===== src/rtl/uart_img_loader_pkg.sv =====
`timescale 1ns/1ps
// uart_img_loader_pkg
//   Shared definitions for the UART image loader slice:
//   - DEFAULT_CLKS_PER_BIT : 50 MHz / 115200 baud
//   - rx_state_t           : receiver FSM states (R_PAR only used with UART_PARITY_EN)
//   - load_state_t         : loader FSM states
//   - even_parity_ok()     : even-parity check over data byte plus parity bit
package uart_img_loader_pkg;

  localparam int DEFAULT_CLKS_PER_BIT = 434;

  typedef enum logic [2:0] {
    R_IDLE,
    R_START,
    R_DATA,
    R_PAR,
    R_STOP
  } rx_state_t;

  typedef enum logic [1:0] {
    L_IDLE,
    L_LOAD,
    L_START,
    L_WAIT
  } load_state_t;

  // True when data plus parity bit hold an even number of ones.
  function automatic logic even_parity_ok(input logic [7:0] data, input logic par_bit);
    return ~(^{data, par_bit});
  endfunction

endpackage


===== src/rtl/uart_img_loader_if.sv =====
`timescale 1ns/1ps
// uart_img_loader_if
//   Data-memory write bus plus processor start/status handshake.
//   Parameter ADDR_W must match the loader's ADDR_W.
//   Signals:
//     dm_we           write strobe, one cycle per byte
//     dm_addr         write address (ADDR_W bits)
//     dm_wdata        write data (8 bits)
//     processor_start one-cycle start pulse to the processor
//     status          processor done flag
//   Modports: master = loader side, slave = memory/processor side.
interface uart_img_loader_if #(
  parameter int ADDR_W = 19
);

  logic              dm_we;
  logic [ADDR_W-1:0] dm_addr;
  logic [7:0]        dm_wdata;
  logic              processor_start;
  logic              status;

  modport master (
    output dm_we,
    output dm_addr,
    output dm_wdata,
    output processor_start,
    input  status
  );

  modport slave (
    input  dm_we,
    input  dm_addr,
    input  dm_wdata,
    input  processor_start,
    output status
  );

endinterface


===== src/rtl/uart_img_loader_uart_rx.sv =====
`timescale 1ns/1ps
// uart_rx
//   UART receiver: 2-FF synchroniser on rx followed by a mid-bit sampling FSM.
//   Default frame is 8N1, LSB first. With UART_PARITY_EN defined the frame
//   carries an even-parity bit after D7.
//   Ports:
//     clk, rst    clock, asynchronous active-high reset
//     rx          serial input, idle high, asynchronous to clk
//     rx_valid    one-cycle pulse when a byte was received cleanly
//     rx_byte     received byte, valid with rx_valid
//     frame_err   sticky, stop bit sampled low
//     parity_err  sticky, parity mismatch (tied 0 without UART_PARITY_EN)
//   Configuration macro: UART_PARITY_EN
module uart_rx
  import uart_img_loader_pkg::*;
#(
  parameter int CLKS_PER_BIT = DEFAULT_CLKS_PER_BIT
) (
  input  logic       clk,
  input  logic       rst,
  input  logic       rx,
  output logic       rx_valid,
  output logic [7:0] rx_byte,
  output logic       frame_err,
  output logic       parity_err
);

  localparam int CNT_W = $clog2(CLKS_PER_BIT + 1);
  localparam logic [CNT_W-1:0] BIT_LAST  = CNT_W'(CLKS_PER_BIT - 1);
  localparam logic [CNT_W-1:0] HALF_LAST =
    CNT_W'((CLKS_PER_BIT / 2 > 0) ? (CLKS_PER_BIT / 2 - 1) : 0);

  logic             rx_meta;
  logic             rx_sync;
  logic             rx_prev;
  rx_state_t        state;
  logic [CNT_W-1:0] clk_cnt;
  logic [2:0]       bit_idx;
  logic [7:0]       shift;

  assign rx_byte = shift;

  // Synchroniser and edge-history flops reset to the idle-high line level so
  // that leaving reset never looks like a start-bit falling edge.
  always_ff @(posedge clk or posedge rst) begin
    if (rst) begin
      rx_meta <= 1'b1;
      rx_sync <= 1'b1;
      rx_prev <= 1'b1;
    end else begin
      rx_meta <= rx;
      rx_sync <= rx_meta;
      rx_prev <= rx_sync;
    end
  end

`ifdef UART_PARITY_EN
  logic par_bit;
`else
  assign parity_err = 1'b0;
`endif

  // Receiver FSM. R_START samples half a bit after the falling edge so every
  // later sample, spaced a full bit apart, lands near the middle of its bit.
  // R_STOP goes straight back to R_IDLE on the stop sample, leaving the second
  // half of the stop bit free to detect the next start edge.
  always_ff @(posedge clk or posedge rst) begin
    if (rst) begin
      state     <= R_IDLE;
      clk_cnt   <= '0;
      bit_idx   <= '0;
      shift     <= '0;
      rx_valid  <= 1'b0;
      frame_err <= 1'b0;
`ifdef UART_PARITY_EN
      par_bit    <= 1'b0;
      parity_err <= 1'b0;
`endif
    end else begin
      rx_valid <= 1'b0;
      case (state)
        R_IDLE: begin
          if (rx_prev && !rx_sync) begin
            state   <= R_START;
            clk_cnt <= '0;
          end
        end
        R_START: begin
          if (clk_cnt == HALF_LAST) begin
            clk_cnt <= '0;
            bit_idx <= '0;
            state   <= rx_sync ? R_IDLE : R_DATA;
          end else begin
            clk_cnt <= clk_cnt + 1'b1;
          end
        end
        R_DATA: begin
          if (clk_cnt == BIT_LAST) begin
            clk_cnt <= '0;
            shift   <= {rx_sync, shift[7:1]};
            bit_idx <= bit_idx + 1'b1;
            if (bit_idx == 3'd7) begin
`ifdef UART_PARITY_EN
              state <= R_PAR;
`else
              state <= R_STOP;
`endif
            end
          end else begin
            clk_cnt <= clk_cnt + 1'b1;
          end
        end
`ifdef UART_PARITY_EN
        R_PAR: begin
          if (clk_cnt == BIT_LAST) begin
            clk_cnt <= '0;
            par_bit <= rx_sync;
            state   <= R_STOP;
          end else begin
            clk_cnt <= clk_cnt + 1'b1;
          end
        end
`endif
        R_STOP: begin
          if (clk_cnt == BIT_LAST) begin
            clk_cnt <= '0;
            state   <= R_IDLE;
            if (!rx_sync) begin
              frame_err <= 1'b1;
            end
`ifdef UART_PARITY_EN
            else if (!even_parity_ok(shift, par_bit)) begin
              parity_err <= 1'b1;
            end
`endif
            else begin
              rx_valid <= 1'b1;
            end
          end else begin
            clk_cnt <= clk_cnt + 1'b1;
          end
        end
        default: state <= R_IDLE;
      endcase
    end
  end

endmodule


===== src/rtl/uart_img_loader.sv =====
`timescale 1ns/1ps
// uart_img_loader
//   Receives a source image over UART and writes it byte by byte into data
//   memory starting at DM_BASE. After the last byte it pulses processor_start
//   and holds busy until the processor raises status.
//   Ports:
//     clk         system clock, rising edge
//     RST         asynchronous active-high reset
//     rx          UART serial input, idle high
//     load_arm    one-cycle pulse, accepted only while idle
//     busy        high from arm acceptance until status is seen
//     frame_err   sticky framing error
//     parity_err  sticky parity error (0 without UART_PARITY_EN)
//     mem         uart_img_loader_if.master: dm_we/dm_addr/dm_wdata,
//                 processor_start out, status in
//   Configuration macro: UART_PARITY_EN (even parity bit after D7)
module uart_img_loader
  import uart_img_loader_pkg::*;
#(
  parameter int CLKS_PER_BIT = DEFAULT_CLKS_PER_BIT,
  parameter int ADDR_W       = 19,
  parameter int IMG_BYTES    = 65536,
  parameter int DM_BASE      = 0
) (
  input  logic                   clk,
  input  logic                   RST,
  input  logic                   rx,
  input  logic                   load_arm,
  output logic                   busy,
  output logic                   frame_err,
  output logic                   parity_err,
  uart_img_loader_if.master      mem
);

  localparam logic [ADDR_W-1:0] LAST_IDX  = ADDR_W'(IMG_BYTES - 1);
  localparam logic [ADDR_W-1:0] BASE_ADDR = ADDR_W'(DM_BASE);

  logic              rx_valid;
  logic [7:0]        rx_byte;
  load_state_t       state;
  logic [ADDR_W-1:0] count;

  uart_rx #(
    .CLKS_PER_BIT (CLKS_PER_BIT)
  ) u_rx (
    .clk        (clk),
    .rst        (RST),
    .rx         (rx),
    .rx_valid   (rx_valid),
    .rx_byte    (rx_byte),
    .frame_err  (frame_err),
    .parity_err (parity_err)
  );

  // Loader FSM with registered memory-bus and handshake outputs. dm_addr and
  // dm_wdata are only loaded on a write so they hold between strobes. The
  // counter stops on the final byte instead of incrementing, so it cannot wrap
  // even when the image fills the whole address space.
  always_ff @(posedge clk or posedge RST) begin
    if (RST) begin
      state               <= L_IDLE;
      count               <= '0;
      busy                <= 1'b0;
      mem.dm_we           <= 1'b0;
      mem.dm_addr         <= '0;
      mem.dm_wdata        <= '0;
      mem.processor_start <= 1'b0;
    end else begin
      mem.dm_we           <= 1'b0;
      mem.processor_start <= 1'b0;
      case (state)
        L_IDLE: begin
          if (load_arm) begin
            state <= L_LOAD;
            busy  <= 1'b1;
            count <= '0;
          end
        end
        L_LOAD: begin
          if (rx_valid) begin
            mem.dm_we    <= 1'b1;
            mem.dm_addr  <= BASE_ADDR + count;
            mem.dm_wdata <= rx_byte;
            if (count == LAST_IDX) begin
              state <= L_START;
            end else begin
              count <= count + 1'b1;
            end
          end
        end
        L_START: begin
          mem.processor_start <= 1'b1;
          state               <= L_WAIT;
        end
        L_WAIT: begin
          if (mem.status) begin
            state <= L_IDLE;
            busy  <= 1'b0;
          end
        end
        default: state <= L_IDLE;
      endcase
    end
  end

endmodule


===== src/flat_wrapper.sv =====
// flat-port wrapper written by rule: the top's interface ports become plain ports
module uart_img_loader_flat import uart_img_loader_pkg::*;
#(
  parameter int CLKS_PER_BIT = DEFAULT_CLKS_PER_BIT,
  parameter int ADDR_W       = 19,
  parameter int IMG_BYTES    = 65536,
  parameter int DM_BASE      = 0
)
  (clk, RST, rx, load_arm, busy, frame_err, parity_err, mem_dm_we, mem_dm_addr, mem_dm_wdata, mem_processor_start, mem_status);
  uart_img_loader_if #(.ADDR_W(ADDR_W)) mem_i ();
  input  logic clk;
  input  logic RST;
  input  logic rx;
  input  logic load_arm;
  output logic busy;
  output logic frame_err;
  output logic parity_err;
  output wire logic [$bits(mem_i.dm_we)-1:0] mem_dm_we;
  output wire logic [$bits(mem_i.dm_addr)-1:0] mem_dm_addr;
  output wire logic [$bits(mem_i.dm_wdata)-1:0] mem_dm_wdata;
  output wire logic [$bits(mem_i.processor_start)-1:0] mem_processor_start;
  input wire logic [$bits(mem_i.status)-1:0] mem_status;
  assign mem_dm_we = mem_i.dm_we;
  assign mem_dm_addr = mem_i.dm_addr;
  assign mem_dm_wdata = mem_i.dm_wdata;
  assign mem_processor_start = mem_i.processor_start;
  assign mem_i.status = mem_status;
  uart_img_loader #(.CLKS_PER_BIT(CLKS_PER_BIT), .ADDR_W(ADDR_W), .IMG_BYTES(IMG_BYTES), .DM_BASE(DM_BASE)) u_core (.clk(clk), .RST(RST), .rx(rx), .load_arm(load_arm), .busy(busy), .frame_err(frame_err), .parity_err(parity_err), .mem(mem_i));
endmodule

===== config.mk =====
export PLATFORM = sky130hd
export DESIGN_NAME = uart_img_loader_flat
export DESIGN_NICKNAME = d
export VERILOG_FILES = /design/src/rtl/uart_img_loader_pkg.sv /design/src/rtl/uart_img_loader_if.sv /design/src/rtl/uart_img_loader_uart_rx.sv /design/src/rtl/uart_img_loader.sv /design/src/flat_wrapper.sv
export SDC_FILE = /design/constraint.sdc
export NUM_CORES = 1
export LEC_CHECK = 0
export BUFFER_PORTS_ARGS = -buffer_cell sky130_fd_sc_hd__buf_2
export CORE_MARGIN = 10
export CORE_UTILIZATION = 55
export DETAILED_ROUTE_END_ITERATION = 16
export PLACE_DENSITY = 0.75
export SYNTH_ARGS = -nofsm -noshare
export SYNTH_HDL_FRONTEND = slang
export SYNTH_SLANG_ARGS = --single-unit

===== constraint.sdc =====
create_clock -name clk -period 6.4 [get_ports clk]
set_input_delay 1.28 -clock clk [delete_from_list [all_inputs] [get_ports clk]]
set_output_delay 1.28 -clock clk [all_outputs]
set_load 0.02 [all_outputs]

After elaboration in Yosys (flattened, before gate mapping) --
Cells that the tools add are included.
Storage, ports and cells: input bits 5, memories 0, flip-flop bits (word level) 79, RAM bits 0, memory bits (read-only) 0, output and inout bits 32, word-level logic and storage cells 90, latch bits 0
Operators by class: multiplexer cells 32, shift-type cells 0, $lt $le $gt $ge 0, add/subtract/negate cells 3, bitwise gates (word level) 1, multiply operators 0, equality and inequality tests 20, divide/modulo/power cells 0, reduce and logical (&&, ||, !) cells 18
Operators with widths (count):
- 19-bit 2-to-1 mux | 3
- 19-bit case mux with 2 select lines | 1
- 9-bit 2-to-1 mux | 3
- 9-bit case mux with 3 select lines | 1
- 3-bit 2-to-1 mux | 7
- 19-bit by 1-bit adder with 19-bit output, second input constant | 1
- 19-bit by 16-bit equality test with 1-bit output, second input constant | 1
- 2-bit != test, second input constant | 9
- 3-bit case mux with 4 select lines | 1
- 2-bit 2-to-1 mux | 5
- 9-bit by 1-bit adder with 9-bit output, second input constant | 1
- 9-bit by 8-bit equality test with 1-bit output, second input constant | 1
- 9-bit equality test, second input constant | 1
- 3-bit AND reduction | 3
- 1-bit 2-to-1 mux | 8
- 2-bit case mux with 4 select lines | 1
- 4-bit AND reduction | 2
- 3-bit equality test, second input constant | 2
- 3-bit case mux with 2 select lines | 1
- 2-bit AND reduction | 3
- 2-bit nonzero test | 3
- 5-bit AND reduction | 1
- 2-bit equality test, second input constant | 2
- 3-bit by 1-bit adder with 3-bit output, second input constant | 1
- 12 further kinds | 12

Depth between registers and ports, before layout --
Gate-level depths: netlist of the first run.
depth after elaboration 4, gate-level depth with buffers 8, gate-level depth less buffers 8

By module --
A second synthesis of the first run with hierarchy kept.
Unflattened totals: cells, all modules 339, area total of the unflattened synthesis 3883.7 µm²
Modules (own cells, without submodules):
- uart_img_loader | instances 1, cells each 211, area each 2426.1 µm²
- uart_rx | instances 1, cells each 128, area each 1457.6 µm²

Least setup slack after synthesis of the first run --
OpenSTA, ideal clock, no wires.
path type input to register, start point input load_arm, end point register u_core.count[5], path slack 4.188 ns, setup time 0.139 ns, data required time 6.261 ns, arrival time 2.073 ns, path buffers 1, stages 5, path through nor2b_1 > a21o_1 > clkbuf_1 > o311ai_0 > o31ai_1
Between the ends: cells in the longest elaborated chain, start to end 2
Ends and longest elaborated chain:
- start: declaration | line flat_wrapper.sv:14 | input logic load_arm;
- 2-bit != test (no source line)
- 4-bit AND reduction (no source line)
- end signal: assignment | line uart_img_loader.sv:87 | count <= count + 1'b1;
- end: declaration | line uart_img_loader.sv:41 | logic [ADDR_W-1:0] count;
No other way between the ends. A chain may end at the register's enable or synchronous reset.

Final worst setup path of the first run --
start point register u_core.state[1], end point register u_core.count[11]
Between the ends: cells in the longest elaborated chain, start to end 3
Ends and longest elaborated chain:
- start: declaration | line uart_img_loader.sv:40 | load_state_t state;
- start signal: assignment | line uart_img_loader.sv:61 | state <= L_IDLE;
- start signal: assignment | line uart_img_loader.sv:74 | state <= L_LOAD;
- start signal: assignment | line uart_img_loader.sv:85 | state <= L_START;
- 2-bit by 1-bit equality test with 1-bit output / 2-bit logical NOT (equally long branches) | line uart_img_loader.sv:71 | case (state)
- 2-bit != test (no source line) / 2-bit nonzero test (equally long branches)
- 4-bit AND reduction (no source line)
Several ways; a longest one is shown, not always the timed one.

==> results of run 1 <==
[layout by cell type, fill, tap and decap left out, types with 4 or more instances in the layout]
cell type / n
sky130_fd_sc_hd__a31oi_1: 14
sky130_fd_sc_hd__nor3_1: 5
sky130_fd_sc_hd__nor2_1: 16
sky130_fd_sc_hd__nand2b_1: 8
sky130_fd_sc_hd__or3_1: 4
sky130_fd_sc_hd__nand4_1: 6
sky130_fd_sc_hd__inv_1: 12
sky130_fd_sc_hd__mux2_2: 29
sky130_fd_sc_hd__o21ai_0: 9
sky130_fd_sc_hd__dfrtp_1: 76
sky130_fd_sc_hd__ha_1: 11
sky130_fd_sc_hd__o31ai_1: 4
sky130_fd_sc_hd__mux2_1: 7
sky130_fd_sc_hd__nand2_1: 27
sky130_fd_sc_hd__nand3_1: 16
sky130_fd_sc_hd__buf_2: 35
sky130_fd_sc_hd__clkbuf_8: 11
sky130_fd_sc_hd__a21oi_1: 18
sky130_fd_sc_hd__nor4_1: 6
[stage by stage]
step / worst slack, ps / hold WS, ps / area [um2]
global route: 2703 / 365.9 / 4243
CTS: 2999 / 360.6 / 4243
floorplan: 3102 / 345.2 / 3786
global placement: 3108 / 347.1 / 4013
detailed placement: 3016 / 348.5 / 4013
finish: 2993 / 359.4 / 4243
[worst paths after layout]
kind / startpoint / to / slack (ps) / depth (start not counted)
max in group asynchronous: RST / u_core.count[15] / 4590 / 3
hold / removal: u_core.u_rx.rx_meta / u_core.u_rx.rx_sync / 360 / 0
setup reg to reg: u_core.state[1] / u_core.count[11] / 2990 / 7
hold reg to reg: u_core.u_rx.rx_meta / u_core.u_rx.rx_sync / 360 / 0
setup / recovery: u_core.state[1] / u_core.count[11] / 2990 / 7
min in group asynchronous: RST / u_core.u_rx.rx_byte[4] / 1200 / 3
[cell usage after synthesis (4+ instances only)]
library cell / count
sky130_fd_sc_hd__a31oi_1: 14
sky130_fd_sc_hd__clkbuf_1: 8
sky130_fd_sc_hd__mux2_1: 7
sky130_fd_sc_hd__ha_1: 11
sky130_fd_sc_hd__or3_1: 4
sky130_fd_sc_hd__o31ai_1: 4
sky130_fd_sc_hd__a21oi_1: 18
sky130_fd_sc_hd__inv_1: 13
sky130_fd_sc_hd__nand4_1: 6
sky130_fd_sc_hd__nand3_1: 16
sky130_fd_sc_hd__nor3_1: 5
sky130_fd_sc_hd__nor2_1: 16
sky130_fd_sc_hd__dfrtp_1: 76
sky130_fd_sc_hd__nand2_1: 27
sky130_fd_sc_hd__o21ai_0: 9
sky130_fd_sc_hd__nand2b_1: 8
sky130_fd_sc_hd__nor4_1: 6
sky130_fd_sc_hd__mux2_2: 29
[kinds of logic after synthesis]
family | after synthesis | share of synthesized area [%]
flip-flops | 79 | 52.31
buffers and inverters | 27 | 3.073
XOR/XNOR | 2 | 0.4627
multiplexers | 39 | 11.50
adder cells (fa/ha/maj) | 12 | 3.899
AO/OA/AOI/OAI | 74 | 12.89
other | 1 | 0.09905
AND/OR/NAND/NOR | 107 | 15.76
[worst reg2reg max path, cell delays in order (launching register included)]
cell                      delay, ps
sky130_fd_sc_hd__dfrtp_1        410
sky130_fd_sc_hd__inv_1          110
sky130_fd_sc_hd__ha_1           590
sky130_fd_sc_hd__nand2_1        820
sky130_fd_sc_hd__inv_2          480
sky130_fd_sc_hd__nand2_1        250
sky130_fd_sc_hd__or4_1          550
sky130_fd_sc_hd__o21ai_1        130
[area by class of cell]
cell class	instances	area share, %
clock buffers	11	3.568
clock inverters	5	1.858
inverters	14	1.239
multi-input cells	235	39.81
flip-flops and latches	79	46.68
well taps	80	2.359
repair buffers	37	4.482
[power breakdown]
part           switching [W]  internal [W]  total (W)
clock network       0.000186      0.000241   0.000427
logic              0.0000437     0.0000328  0.0000765
registers          0.0000332      0.000523   0.000556
[metal layers]
layer,global-route usage [%],share of wire [%],up-vias,routed length [um]
met1,18.21,43,1358,3228
met3,4.155,5.1,12,388
met4,6.417,1.8,0,136
met5,0,0,-,0
li1,-,-,1324,-
met2,25.06,50,82,3789
[registers in the layout, indices dropped and copies added, names as in the netlist, 2 cells and up]
name / count
u_core.state: 2
u_core.u_rx.rx_byte: 8
u_core.mem.dm_wdata: 8
u_core.mem.dm_addr: 19
u_core.u_rx.clk_cnt: 9
u_core.u_rx.bit_idx: 3
u_core.count: 19
u_core.u_rx.state: 3
==> summary.md, run 1 <==
| Metric | Value |
|---|---|
| Clock Pin Slew Worst Setup and Hold Paths | 80 ps |
| Average instance area after synthesis | 11.10 um2 |
| VDD IR max | 0.0001650 V |
| Yosys top cell area share | 50.23% |
| Final setup TNS | 0 ps |
| Max-slew headroom at the worst pin | 28.42% |
| Via count of the first global-routing pass | 2743 |
| Fin cells | 461 |
| Pin count of the biggest net entering global routing | 80 |
| Root cell of the clock tree | sky130_fd_sc_hd__clkbuf_8 |
| Leading area contributor after synthesis | sky130_fd_sc_hd__dfrtp_1 |
| Setup repair bufs after CTS | 0 |
| Buffers on Ports | 35 |
| Critical Path RT | 6680 ps |
| Clock skew after layout | 9.798 ps |
| Count of final setup violators | 0 |
| IO Pins | 37 |
| Area of the multi-input gates | 1689 um2 |
| Post-synthesis cell count | 341 |
| Number of antenna cells inserted | 0 |
| Final Core Density | 62.80% |
| Global-route wire length before repair | 12770 um |
| HPWL after DPL | 5105 um |
| Clock Latency Late Sink | 360 ps |
| Combined buffer and inverter count along the critical path | 2 |
| Global Route Usage Sum | 15.17% |
| RD Place Congestion | 0.8849 |
| Hold WC Path Type | register to register |
| Hold buffers post-CTS | 0 |
| Area of the die | 10600 um2 |
| DRC marker count from the first detailed-route iteration | 116 |
| Area contributors post-synth | sky130_fd_sc_hd__dfrtp_1, sky130_fd_sc_hd__mux2_2, sky130_fd_sc_hd__ha_1, sky130_fd_sc_hd__nand2_1, sky130_fd_sc_hd__a21oi_1 |
| Initial antenna violation count | 0 |
| Die Wd | 103.0 um |
| Clock buffers created by TritonCTS | 9 |
| Top achievable clock speed | 293.5 MHz |
| Startpoint class of the critical path | register |
| Delay of the slowest cell on the worst path | 810 ps |
| #FFs+latches synth | 79 |
| Data arrival at the endpoint of the critical path | 3690 ps |
| H-Tree Level Count | 3 |
| Cell type of the slowest stage on the worst timing path | sky130_fd_sc_hd__nand2_1 |
| Synthesized netlist net count | 357 |
| Power per Cell Area | 249.7 nW/um2 |
| Area of the mapped netlist | 3786 um2 |
| Syn-to-layout area delta | 12.06% |
| Worst Setup End Kind | register |
| Critical-path maximum fanout | 27 |
| Total of fill cells in the finished design | 552 |
| Count of endpoints failing hold in the final timing report | 0 |
| Post-layout power | 0.001060 W |
| Predominant post-synthesis flop cell | sky130_fd_sc_hd__dfrtp_1 |
| DRC errors left | 0 |
| Post-cts sizing count | 0 |
| Start-to-end type of the worst setup path | register to register |
| Die span in y | 103.0 um |
| Total gr overflow | 0 |
| CP top delay family | simple AND/OR/NAND/NOR gates |
| Area of the core region | 6756 um2 |
| Layout cell share with drive strength beyond 1 | 25.72% |
| Clock tree from TritonCTS | yes |
| P_leak | 2.078 nW |
| Post-route antenna net violation count | 0 |
| Pre-Repair DR Iteration Count | 4 |
| Number of clock sinks seen by CTS | 79 |
| Unique masters post-synth | 59 |
| Via density per instance | 6.022 |
| Wire per inst | 16.36 um |
| Maximum clock insertion buffer count | 2 |
| Pins over their slew limit | 0 |
| # Max-Cap Violations | 0 |
| Standard-cell rows | 30 |
| Number of cells after detailed placement | 445 |
| Total number of nets in the final design | 392 |
| Transition time at the pin with the least slew margin | 1071 ps |
| Cells along the critical path | inv_1 -> ha_1 -> nand2_1 -> inv_2 -> nand2_1 -> or4_1 -> o21ai_1 |
| Number of enable flip-flop cells after synthesis | 0 |
| Final Routed Wirelength | 7543 um |
| Final Critical Period | 3407 ps |
| Total number of vias | 2776 |
| Most common cell on crit path | sky130_fd_sc_hd__nand2_1 |
| Initial core utilization | 56.04% |
| Final period util | 53.23% |
| FF/Latch Area | 1981 um2 |
| Part of the Yosys area used for sequential elements | 52.31% |
| Status | finished, final reports clean |
| Share of synthesized registers carrying an async set or reset | 100.0% |
| Warning count from the yosys run | 0 |
| Unrepaired setup endpoints after global routing | no |
Note: power is estimated with default switching activity, not from simulation.
==> run 2: changes to the inputs <==
Clock period 6.4 ns to 3.4 ns, I/O delays scaled along.
==> run 2 against run 1 <==
  * Worst hold slack gained 0.88 ps
  * Critical path depth is 2 lower
  * Setup slack lost 2000 ps
  * Largest power group unchanged
  * Largest cell class unchanged
  * Wire length down 3.0%
  * Global-route usage down 0.19 points
  * Sequential share of layout area rose by 0.32 points
  * Total power increased by 71%
==> summary.md, run 2 (synthesis results as in run 1) <==
| Metric | Value |
|---|---|
| Count of endpoints failing hold in the final timing report | 0 (unchanged) |
| Power per Cell Area | 431.1 nW/um2 (was 249.7 nW/um2) |
| Via density per instance | 5.963 (was 6.022) |
| Final period util | 70.81% (was 53.23%) |
| Worst min-delay path endpoint | u_core.u_rx.rx_sync (unchanged) |
| Worst Setup End Kind | register (unchanged) |
| H-Tree Level Count | 3 (unchanged) |
| Combined buffer and inverter count along the critical path | 0 (was 2) |
| Root cell of the clock tree | sky130_fd_sc_hd__clkbuf_8 (unchanged) |
| Total gr overflow | 0 (unchanged) |
| Standard-cell rows | 30 (unchanged) |
| Layout cell share with drive strength beyond 1 | 26.11% (was 25.72%) |
| Max-slew headroom at the worst pin | 46.91% (was 28.42%) |
| Buffers on Ports | 35 (unchanged) |
| RD Place Congestion | 0.9329 (was 0.8849) |
| Delay of the slowest cell on the worst path | 570 ps (was 810 ps) |
| Wire per inst | 15.81 um (was 16.36 um) |
| Pre-Repair DR Iteration Count | 4 (unchanged) |
| Critical-path maximum fanout | 12 (was 27) |
| Top achievable clock speed | 415.4 MHz (was 293.5 MHz) |
| Clock skew after layout | 11.15 ps (was 9.798 ps) |
| Hold buffers post-CTS | 0 (unchanged) |
| Setup slack after layout | 992.5 ps (was 2993 ps) |
| DRC marker count from the first detailed-route iteration | 107 (was 116) |
| IO Pins | 37 (unchanged) |
| Clock Latency Late Sink | 360 ps (about the same) |
| Number of clock sinks seen by CTS | 79 (unchanged) |
| Area of the core region | 6756 um2 (unchanged) |
| Worst reg2reg path endpoint | u_core.u_rx.bit_idx[0] (was u_core.count[11]) |
| Clock Pin Slew Worst Setup and Hold Paths | 90 ps (was 80 ps) |
| Commonest cells after routing, fill and taps aside | sky130_fd_sc_hd__dfrtp_1, sky130_fd_sc_hd__buf_2, sky130_fd_sc_hd__mux2_2, sky130_fd_sc_hd__nand2_1, sky130_fd_sc_hd__a21oi_1 (unchanged) |
| Final setup TNS | 0 ps (unchanged) |
| Worst slack, placed | 1001 ps (was 3016 ps) |
| Cell depth of the worst min-delay path | 0 (unchanged) |
| Top flop regs | u_core.count x19, u_core.mem.dm_addr x19, u_core.u_rx.clk_cnt x9 (unchanged) |
| VDD IR max | 0.0003453 V (was 0.0001650 V) |
| Global Route Usage Sum | 14.98% (was 15.17%) |
| Initial antenna violation count | 0 (unchanged) |
| Die span in y | 103.0 um (unchanged) |
| Cell type of the slowest stage on the worst timing path | sky130_fd_sc_hd__or4b_4 (was sky130_fd_sc_hd__nand2_1) |
| # Max-Cap Violations | 0 (unchanged) |
| Maximum clock insertion buffer count | 2 (unchanged) |
| Pin count of the biggest net entering global routing | 43 (was 80) |
| Critical Path RT | 3660 ps (was 6680 ps) |
| Cells along the critical path | or4b_4 -> nor3_4 -> nor3b_4 -> a31oi_1 -> mux2_2 (was inv_1 -> ha_1 -> nand2_1 -> inv_2 -> nand2_1 -> or4_1 -> o21ai_1) |
| Global-route wire length before repair | 12660 um (was 12770 um) |
| Area of the die | 10600 um2 (unchanged) |
| Data arrival at the endpoint of the critical path | 2660 ps (was 3690 ps) |
| Unrepaired setup endpoints after global routing | no (unchanged) |
| Post-route antenna net violation count | 0 (unchanged) |
| Final Routed Wirelength | 7318 um (was 7543 um) |
| Pins over their slew limit | 0 (unchanged) |
| Post-layout power | 0.001817 W (was 0.001060 W) |
| Start-to-end type of the worst setup path | register to register (unchanged) |
| Die Wd | 103.0 um (unchanged) |
| Number of antenna cells inserted | 0 (unchanged) |
| Final Critical Period | 2407 ps (was 3407 ps) |
| DRC errors left | 0 (unchanged) |
| Launch instance of the worst register-to-register path | u_core.u_rx.clk_cnt[2] (was u_core.state[1]) |
| Total number of nets in the final design | 394 (was 392) |
| Hold WC Path Type | register to register (unchanged) |
| Most common cell after layout, fill and taps aside | sky130_fd_sc_hd__dfrtp_1 (unchanged) |
| Syn-to-layout area delta | 11.30% (was 12.06%) |
| Initial core utilization | 56.04% (unchanged) |
| Setup repair bufs after CTS | 0 (unchanged) |
| Launch instance of the worst min-delay path | u_core.u_rx.rx_meta (unchanged) |
| HPWL after DPL | 5199 um (was 5105 um) |
| Post-cts sizing count | 0 (unchanged) |
| Transition time at the pin with the least slew margin | 795.2 ps (was 1071 ps) |
| Startpoint class of the critical path | register (unchanged) |
| Count of final setup violators | 0 (unchanged) |
| Clock buffers created by TritonCTS | 9 (unchanged) |
| Status | finished, final reports clean (unchanged) |
| P_leak | 2.041 nW (was 2.078 nW) |
| CP top delay family | simple AND/OR/NAND/NOR gates (unchanged) |
| Total number of vias | 2761 (was 2776) |
| Depth of the most critical reg-to-reg path | 5 (was 7) |
| Clock tree from TritonCTS | yes (unchanged) |
| Worst R2R Setup Slack | 990 ps (was 2990 ps) |
| Via count of the first global-routing pass | 2683 (was 2743) |
run 2: worst max-delay path by stage:
stage                                       from                      to  cells past startpoint
after floorplan                              RST             u_core.busy                      1
after global placement    u_core.u_rx.clk_cnt[2]  u_core.u_rx.bit_idx[0]                      5
after detailed placement  u_core.u_rx.clk_cnt[2]  u_core.u_rx.bit_idx[0]                      5
after CTS                 u_core.u_rx.clk_cnt[2]  u_core.u_rx.bit_idx[0]                      5
after global routing      u_core.u_rx.clk_cnt[2]  u_core.u_rx.bit_idx[0]                      5
final                     u_core.u_rx.clk_cnt[2]  u_core.u_rx.bit_idx[0]                      5
run 2: where the power goes:
part / total, W / switching (W) / leakage [nW] / internal (W)
registers: 0.00105 / 0.0000638 / 1.05 / 0.000984
logic: 0.000148 / 0.0000837 / 0.917 / 0.0000641
clock network: 0.000621 / 0.000359 / 0.0695 / 0.000262
run 2: metal layers:
metal / vias to the layer above / routed length [um] / global-route usage (%)
li1: 1332 / - / -
met1: 1339 / 3356 / 18.91
met2: 75 / 3410 / 23.50
met3: 15 / 379 / 3.485
met4: 0 / 172 / 7.701
met5: - / 0 / 0
run 2: cell type report:
cell class                 count  area (um2)
fill                         562        2542
sequential                    79        1981
multi-input combinational    235        1689
timing repair buffer          39       217.7
clock buffer                   9       123.9
tap                           80       100.1
inverter                      14       52.55
clock inverter                 7       50.05
run 2: metrics by stage:
step / std cells / cell area [um2] / util (%) / hold WS [ps]
after CTS: 463 / 4214 / 62.37 / 362.1
after detailed placement: 447 / 4040 / 59.80 / 350.4
after global placement: 447 / 4040 / 59.80 / 348.6
after floorplan: 341 / 3786 / - / 345.2
final: 463 / 4214 / 62.37 / 360.2
after global routing: 463 / 4214 / 62.37 / 365.4
run 2: worst reg2reg max path: stages (launching register included):
cell and delay, ps:
sky130_fd_sc_hd__dfrtp_1 450, sky130_fd_sc_hd__or4b_4 570, sky130_fd_sc_hd__nor3_4 290, sky130_fd_sc_hd__nor3b_4 540, sky130_fd_sc_hd__a31oi_1 150, sky130_fd_sc_hd__mux2_2 310
